--- config.mk ---
export PLATFORM = sky130hd
export DESIGN_NAME = ct_f_spsram_2048x59_wbctl_flat
export DESIGN_NICKNAME = d
export VERILOG_FILES = /design/src/rtl/ct_f_spsram_2048x59_wbctl_if.sv /design/src/rtl/ct_f_spsram_2048x59_wbctl.sv /design/src/flat_wrapper.sv
export SDC_FILE = /design/constraint.sdc
export NUM_CORES = 1
export LEC_CHECK = 0
export BUFFER_PORTS_ARGS = -buffer_cell sky130_fd_sc_hd__buf_4
export CELL_PAD_IN_SITES_DETAIL_PLACEMENT = 0
export CELL_PAD_IN_SITES_GLOBAL_PLACEMENT = 1
export CORE_MARGIN = 8
export CORE_UTILIZATION = 40
export DETAILED_ROUTE_END_ITERATION = 8
export GPL_TIMING_DRIVEN = 0
export PLACE_DENSITY = 0.82
export SETUP_SLACK_MARGIN = 0.2
export SLEW_MARGIN = 20
export SYNTH_ARGS = -nofsm -noshare
export SYNTH_HDL_FRONTEND = slang
export SYNTH_SLANG_ARGS = --single-unit
--- constraint.sdc ---
create_clock -name clk -period 13.2 [get_ports clk]
set_clock_uncertainty 0.15 [all_clocks]
set_input_delay 0.66 -clock clk [delete_from_list [all_inputs] [get_ports clk]]
set_output_delay 0.66 -clock clk [all_outputs]
set_load 0.02 [all_outputs]
--- src/rtl/ct_f_spsram_2048x59_wbctl_if.sv ---
// ---------------------------------------------------------------------------
// ct_f_spsram_2048x59_wbctl_if
//
// Bundles the request-side and SRAM-side signals of the write-buffered
// SRAM access controller.
//
// Modports:
//   slave  : the controller. It takes write/read requests and sram_q, and
//            drives the ready/status flags, read data and the SRAM pins.
//   master : the surrounding logic, which issues requests and models the
//            SRAM macro.
//
// Signals:
//   wr_vld/wr_addr/wr_data/wr_bmask/wr_rdy : write request channel
//   rd_vld/rd_addr/rd_rdy                  : read request channel
//   rd_data_vld/rd_data                    : read response (one cycle after grant)
//   wb_empty                               : write buffer empty
//   sram_cen/sram_gwen/sram_wen            : active-low SRAM controls
//   sram_a/sram_d/sram_q                   : SRAM address, write data, read data
// ---------------------------------------------------------------------------
interface ct_f_spsram_2048x59_wbctl_if #(
  parameter int ADDR_WIDTH = 11,
  parameter int DATA_WIDTH = 59
);
  logic                  wr_vld;
  logic [ADDR_WIDTH-1:0] wr_addr;
  logic [DATA_WIDTH-1:0] wr_data;
  logic [DATA_WIDTH-1:0] wr_bmask;
  logic                  wr_rdy;

  logic                  rd_vld;
  logic [ADDR_WIDTH-1:0] rd_addr;
  logic                  rd_rdy;
  logic                  rd_data_vld;
  logic [DATA_WIDTH-1:0] rd_data;

  logic                  wb_empty;

  logic                  sram_cen;
  logic                  sram_gwen;
  logic [DATA_WIDTH-1:0] sram_wen;
  logic [ADDR_WIDTH-1:0] sram_a;
  logic [DATA_WIDTH-1:0] sram_d;
  logic [DATA_WIDTH-1:0] sram_q;

  modport slave (
    input  wr_vld, wr_addr, wr_data, wr_bmask,
    input  rd_vld, rd_addr,
    input  sram_q,
    output wr_rdy, rd_rdy, rd_data_vld, rd_data, wb_empty,
    output sram_cen, sram_gwen, sram_wen, sram_a, sram_d
  );

  modport master (
    output wr_vld, wr_addr, wr_data, wr_bmask,
    output rd_vld, rd_addr,
    output sram_q,
    input  wr_rdy, rd_rdy, rd_data_vld, rd_data, wb_empty,
    input  sram_cen, sram_gwen, sram_wen, sram_a, sram_d
  );
endinterface

--- src/rtl/ct_f_spsram_2048x59_wbctl.sv ---
// ---------------------------------------------------------------------------
// ct_f_spsram_2048x59_wbctl
//
// Write-buffered access controller in front of a 2048x59 single-port SRAM.
// Independent read and write request ports share the one SRAM port. Writes
// land in a small circular FIFO and drain to the SRAM when the port is free
// (or immediately when the FIFO is full). A read whose address matches any
// buffered write stalls until the matching entries have drained, so reads
// always observe every previously accepted write. Read data comes straight
// from sram_q one cycle after the grant.
//
// Ports:
//   clk  : clock, rising edge
//   rst  : asynchronous active-high reset
//   bus  : ct_f_spsram_2048x59_wbctl_if.slave (request, response, SRAM pins)
//
// Parameters:
//   ADDR_WIDTH   : SRAM address width
//   DATA_WIDTH   : SRAM data width
//   WB_DEPTH     : write-buffer entries (power of two, >= 2)
//   STARVE_LIMIT : consecutive read grants tolerated while the buffer holds
//                  data (only with the starvation guard)
//
// Build option:
//   CT_SPSRAM_WB_STARVE_GUARD_EN : when defined, a counter of read grants
//   taken while the buffer is non-empty forces a drain once it reaches
//   STARVE_LIMIT. When undefined no counter exists and reads always win
//   unless the buffer is full or the read hits a buffered address.
// ---------------------------------------------------------------------------
module ct_f_spsram_2048x59_wbctl #(
  parameter int ADDR_WIDTH   = 11,
  parameter int DATA_WIDTH   = 59,
  parameter int WB_DEPTH     = 2,
  parameter int STARVE_LIMIT = 4
) (
  input logic                       clk,
  input logic                       rst,
  ct_f_spsram_2048x59_wbctl_if.slave bus
);

  localparam int PTR_W = (WB_DEPTH > 1) ? $clog2(WB_DEPTH) : 1;
  localparam int CNT_W = PTR_W + 1;
  localparam logic [CNT_W-1:0] DEPTH_C = CNT_W'(WB_DEPTH);

  // -------------------------------------------------------------------------
  // Write buffer storage and bookkeeping
  // -------------------------------------------------------------------------
  logic [ADDR_WIDTH-1:0] addr_mem [WB_DEPTH];
  logic [DATA_WIDTH-1:0] data_mem [WB_DEPTH];
  logic [DATA_WIDTH-1:0] mask_mem [WB_DEPTH];

  logic [PTR_W-1:0] wr_ptr_reg;
  logic [PTR_W-1:0] rd_ptr_reg;
  logic [CNT_W-1:0] count_reg;

  logic full;
  logic empty;
  logic wr_rdy;
  logic enq;
  logic hit;
  logic starve_trip;
  logic sel_read;
  logic sel_drain;
  logic rd_data_vld_reg;

  logic [WB_DEPTH-1:0] entry_hit;

  assign full   = (count_reg == DEPTH_C);
  assign empty  = (count_reg == '0);
  assign wr_rdy = !full && !rst;
  assign enq    = bus.wr_vld && wr_rdy;

  // -------------------------------------------------------------------------
  // Hit detection: an entry is live when its distance from the head is below
  // the occupancy. Only stored entries are compared, so a write being
  // enqueued this cycle never blocks a read issued in the same cycle.
  // -------------------------------------------------------------------------
  generate
    for (genvar gi = 0; gi < WB_DEPTH; gi++) begin : g_hit
      localparam logic [PTR_W-1:0] IDX = PTR_W'(gi);
      logic [PTR_W-1:0] age;
      logic             live;
      assign age           = IDX - rd_ptr_reg;
      assign live          = ({1'b0, age} < count_reg);
      assign entry_hit[gi] = live && (addr_mem[gi] == bus.rd_addr);
    end
  endgenerate

  assign hit = |entry_hit;

  // -------------------------------------------------------------------------
  // Starvation guard
  // -------------------------------------------------------------------------
`ifdef CT_SPSRAM_WB_STARVE_GUARD_EN
  localparam int SC_W = (STARVE_LIMIT > 0) ? $clog2(STARVE_LIMIT + 1) : 1;
  localparam logic [SC_W-1:0] LIMIT_C = SC_W'(STARVE_LIMIT);

  logic [SC_W-1:0] starve_cnt_reg;

  // The counter is only ever non-zero while data is buffered; the empty
  // qualifier keeps the guard from demanding a drain with nothing to drain.
  assign starve_trip = !empty && (starve_cnt_reg >= LIMIT_C);

  always_ff @(posedge clk or posedge rst) begin
    if (rst) begin
      starve_cnt_reg <= '0;
    end else if (sel_drain || empty) begin
      starve_cnt_reg <= '0;
    end else if (sel_read) begin
      starve_cnt_reg <= starve_cnt_reg + 1'b1;
    end
  end
`else
  // No guard is built. The limit is folded into a constant-false term so the
  // parameter list stays identical between the two builds.
  assign starve_trip = 1'b0 & (STARVE_LIMIT < 0);
`endif

  // -------------------------------------------------------------------------
  // Port arbitration, highest priority first: full drain, forced drain,
  // non-hitting read, opportunistic drain, idle.
  // -------------------------------------------------------------------------
  always_comb begin
    sel_read  = 1'b0;
    sel_drain = 1'b0;
    if (rst) begin
      sel_read  = 1'b0;
      sel_drain = 1'b0;
    end else if (full) begin
      sel_drain = 1'b1;
    end else if (starve_trip) begin
      sel_drain = 1'b1;
    end else if (bus.rd_vld && !hit) begin
      sel_read = 1'b1;
    end else if (!empty) begin
      sel_drain = 1'b1;
    end
  end

  // -------------------------------------------------------------------------
  // Buffer pointers and occupancy
  // -------------------------------------------------------------------------
  always_ff @(posedge clk or posedge rst) begin
    if (rst) begin
      wr_ptr_reg <= '0;
      rd_ptr_reg <= '0;
      count_reg  <= '0;
    end else begin
      if (enq) begin
        wr_ptr_reg <= wr_ptr_reg + 1'b1;
      end
      if (sel_drain) begin
        rd_ptr_reg <= rd_ptr_reg + 1'b1;
      end
      case ({enq, sel_drain})
        2'b10:   count_reg <= count_reg + 1'b1;
        2'b01:   count_reg <= count_reg - 1'b1;
        default: count_reg <= count_reg;
      endcase
    end
  end

  // Entry storage carries no reset: stale entries are never live because
  // the occupancy count is cleared.
  always_ff @(posedge clk) begin
    if (enq) begin
      addr_mem[wr_ptr_reg] <= bus.wr_addr;
      data_mem[wr_ptr_reg] <= bus.wr_data;
      mask_mem[wr_ptr_reg] <= bus.wr_bmask;
    end
  end

  // -------------------------------------------------------------------------
  // Read response flag
  // -------------------------------------------------------------------------
  always_ff @(posedge clk or posedge rst) begin
    if (rst) begin
      rd_data_vld_reg <= 1'b0;
    end else begin
      rd_data_vld_reg <= sel_read;
    end
  end

  // -------------------------------------------------------------------------
  // SRAM pin drive
  // -------------------------------------------------------------------------
  logic                  sram_cen;
  logic                  sram_gwen;
  logic [DATA_WIDTH-1:0] sram_wen;
  logic [ADDR_WIDTH-1:0] sram_a;
  logic [DATA_WIDTH-1:0] sram_d;

  always_comb begin
    sram_cen  = 1'b1;
    sram_gwen = 1'b1;
    sram_wen  = '1;
    sram_a    = '0;
    sram_d    = '0;
    if (sel_read) begin
      sram_cen = 1'b0;
      sram_a   = bus.rd_addr;
    end else if (sel_drain) begin
      sram_cen  = 1'b0;
      sram_gwen = 1'b0;
      sram_wen  = ~mask_mem[rd_ptr_reg];
      sram_a    = addr_mem[rd_ptr_reg];
      sram_d    = data_mem[rd_ptr_reg];
    end
  end

  assign bus.sram_cen    = sram_cen;
  assign bus.sram_gwen   = sram_gwen;
  assign bus.sram_wen    = sram_wen;
  assign bus.sram_a      = sram_a;
  assign bus.sram_d      = sram_d;

  assign bus.wr_rdy      = wr_rdy;
  assign bus.rd_rdy      = sel_read;
  assign bus.rd_data_vld = rd_data_vld_reg;
  assign bus.rd_data     = bus.sram_q;
  assign bus.wb_empty    = empty;

endmodule

--- src/flat_wrapper.sv ---
// flat-port wrapper written by rule: the top's interface ports become plain ports
module ct_f_spsram_2048x59_wbctl_flat 
#(
  parameter int ADDR_WIDTH   = 11,
  parameter int DATA_WIDTH   = 59,
  parameter int WB_DEPTH     = 2,
  parameter int STARVE_LIMIT = 4
)
  (clk, rst, bus_wr_vld, bus_wr_addr, bus_wr_data, bus_wr_bmask, bus_rd_vld, bus_rd_addr, bus_sram_q, bus_wr_rdy, bus_rd_rdy, bus_rd_data_vld, bus_rd_data, bus_wb_empty, bus_sram_cen, bus_sram_gwen, bus_sram_wen, bus_sram_a, bus_sram_d);
  ct_f_spsram_2048x59_wbctl_if #(.ADDR_WIDTH(ADDR_WIDTH), .DATA_WIDTH(DATA_WIDTH)) bus_i ();
  input logic clk;
  input logic rst;
  input wire logic [$bits(bus_i.wr_vld)-1:0] bus_wr_vld;
  input wire logic [$bits(bus_i.wr_addr)-1:0] bus_wr_addr;
  input wire logic [$bits(bus_i.wr_data)-1:0] bus_wr_data;
  input wire logic [$bits(bus_i.wr_bmask)-1:0] bus_wr_bmask;
  input wire logic [$bits(bus_i.rd_vld)-1:0] bus_rd_vld;
  input wire logic [$bits(bus_i.rd_addr)-1:0] bus_rd_addr;
  input wire logic [$bits(bus_i.sram_q)-1:0] bus_sram_q;
  output wire logic [$bits(bus_i.wr_rdy)-1:0] bus_wr_rdy;
  output wire logic [$bits(bus_i.rd_rdy)-1:0] bus_rd_rdy;
  output wire logic [$bits(bus_i.rd_data_vld)-1:0] bus_rd_data_vld;
  output wire logic [$bits(bus_i.rd_data)-1:0] bus_rd_data;
  output wire logic [$bits(bus_i.wb_empty)-1:0] bus_wb_empty;
  output wire logic [$bits(bus_i.sram_cen)-1:0] bus_sram_cen;
  output wire logic [$bits(bus_i.sram_gwen)-1:0] bus_sram_gwen;
  output wire logic [$bits(bus_i.sram_wen)-1:0] bus_sram_wen;
  output wire logic [$bits(bus_i.sram_a)-1:0] bus_sram_a;
  output wire logic [$bits(bus_i.sram_d)-1:0] bus_sram_d;
  assign bus_i.wr_vld = bus_wr_vld;
  assign bus_i.wr_addr = bus_wr_addr;
  assign bus_i.wr_data = bus_wr_data;
  assign bus_i.wr_bmask = bus_wr_bmask;
  assign bus_i.rd_vld = bus_rd_vld;
  assign bus_i.rd_addr = bus_rd_addr;
  assign bus_i.sram_q = bus_sram_q;
  assign bus_wr_rdy = bus_i.wr_rdy;
  assign bus_rd_rdy = bus_i.rd_rdy;
  assign bus_rd_data_vld = bus_i.rd_data_vld;
  assign bus_rd_data = bus_i.rd_data;
  assign bus_wb_empty = bus_i.wb_empty;
  assign bus_sram_cen = bus_i.sram_cen;
  assign bus_sram_gwen = bus_i.sram_gwen;
  assign bus_sram_wen = bus_i.sram_wen;
  assign bus_sram_a = bus_i.sram_a;
  assign bus_sram_d = bus_i.sram_d;
  ct_f_spsram_2048x59_wbctl #(.ADDR_WIDTH(ADDR_WIDTH), .DATA_WIDTH(DATA_WIDTH), .WB_DEPTH(WB_DEPTH), .STARVE_LIMIT(STARVE_LIMIT)) u_core (.clk(clk), .rst(rst), .bus(bus_i));
endmodule
-- Yosys cells after proc, flatten, opt, wreduce, memory -nomap -nowiden
Memory sizes are Yosys's and may differ from the RTL's.
Index checks and enable logic that the tools add are counted.
- register bits after elaboration: 5
- bits in writable memories: 258
- bits of input ports: 203
- output and inout port bits: 194
- word-level logic and storage cells: 51
- memories kept: 3
- memories (memory ; words ; bits a word ; read ports ; clocked after memory_dff ; write ports ; RTL line ; source):
    u_core.data_mem ; 2 ; 59 ; 1 ; 0 ; 1 ; ct_f_spsram_2048x59_wbctl.sv:49 ; logic [DATA_WIDTH-1:0] data_mem [WB_DEPTH];
    u_core.mask_mem ; 2 ; 59 ; 1 ; 0 ; 1 ; ct_f_spsram_2048x59_wbctl.sv:50 ; logic [DATA_WIDTH-1:0] mask_mem [WB_DEPTH];
    u_core.addr_mem ; 2 ; 11 ; 3 ; 0 ; 1 ; ct_f_spsram_2048x59_wbctl.sv:48 ; logic [ADDR_WIDTH-1:0] addr_mem [WB_DEPTH];
- $add $sub $neg: 6
- order comparisons: 2
- eq/ne operators: 5
- mux-type cells: 19
- bitwise logic cells: 1
- reductions and logical operators: 11
- operators with widths (operator ; number):
    $mux 59 ; 4
    $not 59->59 ; 1
    $eq 11x11->1 ; 2
    $mux 11 ; 2
    $mux 1 ; 12
    $logic_and 1x1->1 ; 5
    $eq 2x2->1 const B ; 2
    $lt 1x2->1 ; 2
    $pmux 2 s2 ; 1
    $logic_not 1->1 ; 3
    $add 1x1->1 const B ; 2
    $add 2x1->2 const B ; 1
    $eq 2x1->1 const B ; 1
    $logic_not 2->1 ; 1
    $reduce_bool 2->1 ; 1
    $reduce_or 2->1 ; 1
    $sub 1x1->1 const A ; 2
    $sub 2x1->2 const B ; 1

-- Longest topological paths before layout
- depth after elaboration: 11
- gate-level depth with buffers: 11
- mapped depth without buffers: 9

-- Least setup slack after synthesis
OpenSTA, ideal clock, no wires.
- path type: input to register
- start point: in rst
- end point: mem u_core.addr_mem[0][0], enable pin
- arrival time: 6695 ps
- data required time: 12431 ps
- slack: 5736 ps
- stages: 3
- path buffers: 0
- path through: a21oi_1 nand2_1 nor2_1
- cells in the longest elaborated chain, start to end: 5
- ends and longest elaborated chain (item ; RTL line ; source):
    start: declaration ; flat_wrapper.sv:12 ; input logic rst;
    $logic_not 1->1 ; ct_f_spsram_2048x59_wbctl.sv:70 ; assign wr_rdy = !full && !rst;
    $logic_and 1x1->1 ; ct_f_spsram_2048x59_wbctl.sv:70 ;
    $logic_and 1x1->1 ; ct_f_spsram_2048x59_wbctl.sv:71 ; assign enq = bus.wr_vld && wr_rdy;
    $mux 1 ; ct_f_spsram_2048x59_wbctl.sv:166 ; if (enq) begin
    $mux 1 (not written as such) ; ct_f_spsram_2048x59_wbctl.sv:167 ; addr_mem[wr_ptr_reg] <= bus.wr_addr;
    end: declaration ; ct_f_spsram_2048x59_wbctl.sv:48 ;
No other way between the ends.

-- Final worst setup path
- start point: in rst
- end point: out bus_sram_a[5]
- cells in the longest elaborated chain, start to end: 3
- ends and longest elaborated chain (item ; RTL line ; source):
    $mux 1 ; ct_f_spsram_2048x59_wbctl.sv:126 ; if (rst) begin
    $mux 11 ; ct_f_spsram_2048x59_wbctl.sv:202 ; end else if (sel_drain) begin
    $mux 11 * ; ct_f_spsram_2048x59_wbctl.sv:199 ; if (sel_read) begin
    end: declaration ; flat_wrapper.sv:28 ; output wire logic [$bits(bus_i.sram_a)-1:0] bus_sram_a;
Every way passes the cells marked *; elsewhere a longest branch is shown, timed or not.

==> impl_metrics.yaml <==
outcome:
  status: "finished, final reports clean"
critical_path:
  crit_start: "rst"
  r2r_end: "u_core.mask_mem[0][45]$_DFFE_PP_"
  critPathMaxFanout: 11
  critical_path_arrival_ns: 2.86
  rrSetupSlack_ns: 10.33
  critPathRequiredTime_ns: 12.39
  crit_type: "input port to output port"
  cp_cell_sequence: "dlygate4sd3_1 -> buf_4 -> a21oi_1 -> o31ai_1 -> nor2_1 -> buf_2 -> o2bb2ai_1 -> buf_4"
  path_buf_inv: 4
  slowest_delay_ns: 0.55
  path_common_cell: "buf_4"
  critPathLaunchType: "input port"
  crit_slowest_cell: "dlygate4sd3_1"
  rr_startpoint: "u_core.count_reg[0]$_DFFE_PP0P_"
  worst-r2r-cell-count: 8
  crit_family: "buffers and inverters"
  end_kind: "output port"
die:
  die_area_um2: 32800
  io_pins: 397
  die_h_um: 181
  core_um2: 26900
  start_util_pct: 40.6
  num_rows: 60
  dieWidth_um: 181
detailed_routing:
  firstDrtPassIters: 4
  drc: 0
  via_count: 6611
  wl_per_cell_um: 20.4
  viasPerCell: 4.72
  drtIter0Drc: 180
  ant_nets: 0
  wirelength_um: 28500
cts:
  cts_root_buffer: "clkbuf_16"
  clk_transition_reported_paths_ns: 0.06
  ctsLongestPathBuffers: 3
  clk_latency_ns: 0.54
  tritoncts: "done"
  cts_max_level: 1
  ctsResizeCount: 0
  cts_sinks: 263
  cts_made_buffers: 28
  post_cts_buffers: 0
global_route:
  grt_max_degree: 46
  grt_usage_pct: 16.5
  grt_pass1_wl_um: 42300
  antenna_found_initial: 1
  grt_pass1_vias: 7251
  overflow: 0
layout:
  reg.largest.list: "u_core.data_mem (118), u_core.mask_mem (118), u_core.addr_mem (22)"
  final_common_cell: "buf_4"
  layout_common_cells: "399 x buf_4, 258 x edfxtp_1, 70 x mux2i_1"
  syn_to_final_growth_pct: 37.1
  drive_above_1_share_pct: 51.2
  fin_util_pct: 55.6
  nNetsFinal: 1242
synthesis:
  post_synth.cell_area_avg_um2: 16.5
  yosysTopAreaCell: "edfxtp_1"
  ys_types: 28
  ys_seq_area_share_pct: 72.2
  async_reset_ff_share_pct: 1.90
  synth_top_flop_cell: "edfxtp_1"
  synth-edff-count: 258
  yosys_warnings: 0
  synth_nets: 866
  synth_top_area_share_pct: 71.1
  ys_top_cells_by_area: "edfxtp_1 71%, mux2i_1 6.4%, mux2_2 6.1%"
  ys_ff_latch: 263
  synth_area_um2: 10900
  netlist_instances: 662
sta:
  max_freq_ghz: 0.273
  setup_viol: 0
  period_needed_ns: 3.67
  rsz0062_at_grt: "false"
  hold_viol: 0
  fin_crit_sh_pct: 27.8
  worst_hold_slack_ns: 0.146
  finalMaxSlewViolations: 0
  setup_tns_ns: 0
  relSlewSlack_pct: 46.9
  tightest_slew_ns: 0.797
worst_hold_path:
  whs_path_depth: 1
  worstHoldPathType: "input port to flop"
  hold_start: "bus_wr_data[4]"
  whs_endpoint: "u_core.data_mem[0][4]$_DFFE_PP_"
power_and_ir_drop:
  clkPwrFrac_pct: 26.3
  cellLeakagePower_uw: 0.00591
  combPwrFrac_pct: 35.6
  power_per_cell_area_nw_per_um2: 187
  swShare_pct: 32.1
  p_sw_uw: 897
  seq_power_share_pct: 38.1
  internal_power_uw: 1900
  ir_drop_uv: 120
place:
  hpwl_um: 21500
  numPortBuffers: 337
  gp_congestion: 0.771
flow_run:
  maxCapViolCount: 0
-- worst register-to-register path, stage by stage, from the launching register on --
cell     delay [ns]
dfrtp_1        0.34
buf_6          0.14
inv_1          0.05
a21oi_1        0.39
nand2_1        0.23
nor2_4         0.59
buf_12         0.28
buf_16         0.21
buf_16         0.18
-- synthesized netlist by cell type, drive strengths merged, types with 2 or more instances --
master / number
mux2: 59
o2bb2ai: 11
dfrtp: 5
mux2i: 70
a21oi: 2
buf: 75
nand4: 4
nor2: 65
xnor2: 23
inv: 3
clkbuf: 14
edfxtp: 258
nand2: 60
o31ai: 3
xor2: 4
-- metal layers --
layer | track usage (%) | up-vias | part of all wire [%]
li1 | - | 3121 | -
met1 | 16.5 | 3181 | 35
met2 | 30.9 | 270 | 53
met3 | 7.02 | 39 | 10
met4 | 4.59 | 0 | 2.2
met5 | 0 | - | 0
-- power groups by stage --
stage / combinational [uW] / clock (uW) / sequential (uW)
after global routing: 1070 / 785 / 1070
after global placement: 985 / 0 / 1110
final: 995 / 735 / 1070
after detailed placement: 1020 / 0 / 1080
after CTS: 1020 / 757 / 1070
after floorplan: 615 / 0 / 1090
-- worst max path at each step --
stage / end / slack [ns] / depth (start not counted)
global placement: u_core.mask_mem[0][26]$_DFFE_PP_ / 2.33 / 4
global route: bus_sram_a[5] / 9.26 / 6
finish: bus_sram_a[5] / 9.53 / 8
detailed placement: bus_sram_wen[48] / 9.75 / 9
CTS: bus_sram_a[10] / 9.35 / 6
floorplan: u_core.addr_mem[0][0]$_DFFE_PP_ / 5.74 / 3
-- stage by stage --
stage | power (uW) | area, um2 | instances | worst slack, ns
6_report | 2800 | 14900 | 1401 | 9.53
5_1_grt | 2930 | 14900 | 1401 | 9.26
4_1_cts | 2840 | 14900 | 1400 | 9.35
3_5_place_dp | 2100 | 14100 | 1348 | 9.75
3_3_place_gp | 2090 | 13900 | 1340 | 2.33
2_1_floorplan | 1710 | 10900 | 662 | 5.74
-- kinds of logic (layout without fill, tap and decap cells) --
logic type	after synthesis	in the layout	share of synthesized area, %
flops	263	263	72.2
simple gates	132	132	5.19
mux	129	129	12.5
buf+inv	92	489	6.20
xor+xnor	27	27	2.17
compound gates	18	18	1.57
fa+ha+maj	1	1	0.115
other cells	0	1	0
-- area by class of cell --
class / instances / area (um2)
Fill cell: 2231 / 11900
Sequential cell: 263 / 7870
Timing Repair Buffer: 346 / 2730
Multi-Input combinational cell: 307 / 2360
Clock buffer: 35 / 727
Buffer: 89 / 659
Tap cell: 341 / 427
Clock inverter: 16 / 138
Inverter: 3 / 16.3
Antenna cell: 1 / 2.50
-- timing repair --
action | in CTS | in global routing
endpoints found under the setup margin | 0 | 0
hold buffers | 1 | 0
hold endpoints to repair | 5 | 0
(Power assumes the default switching activity.)
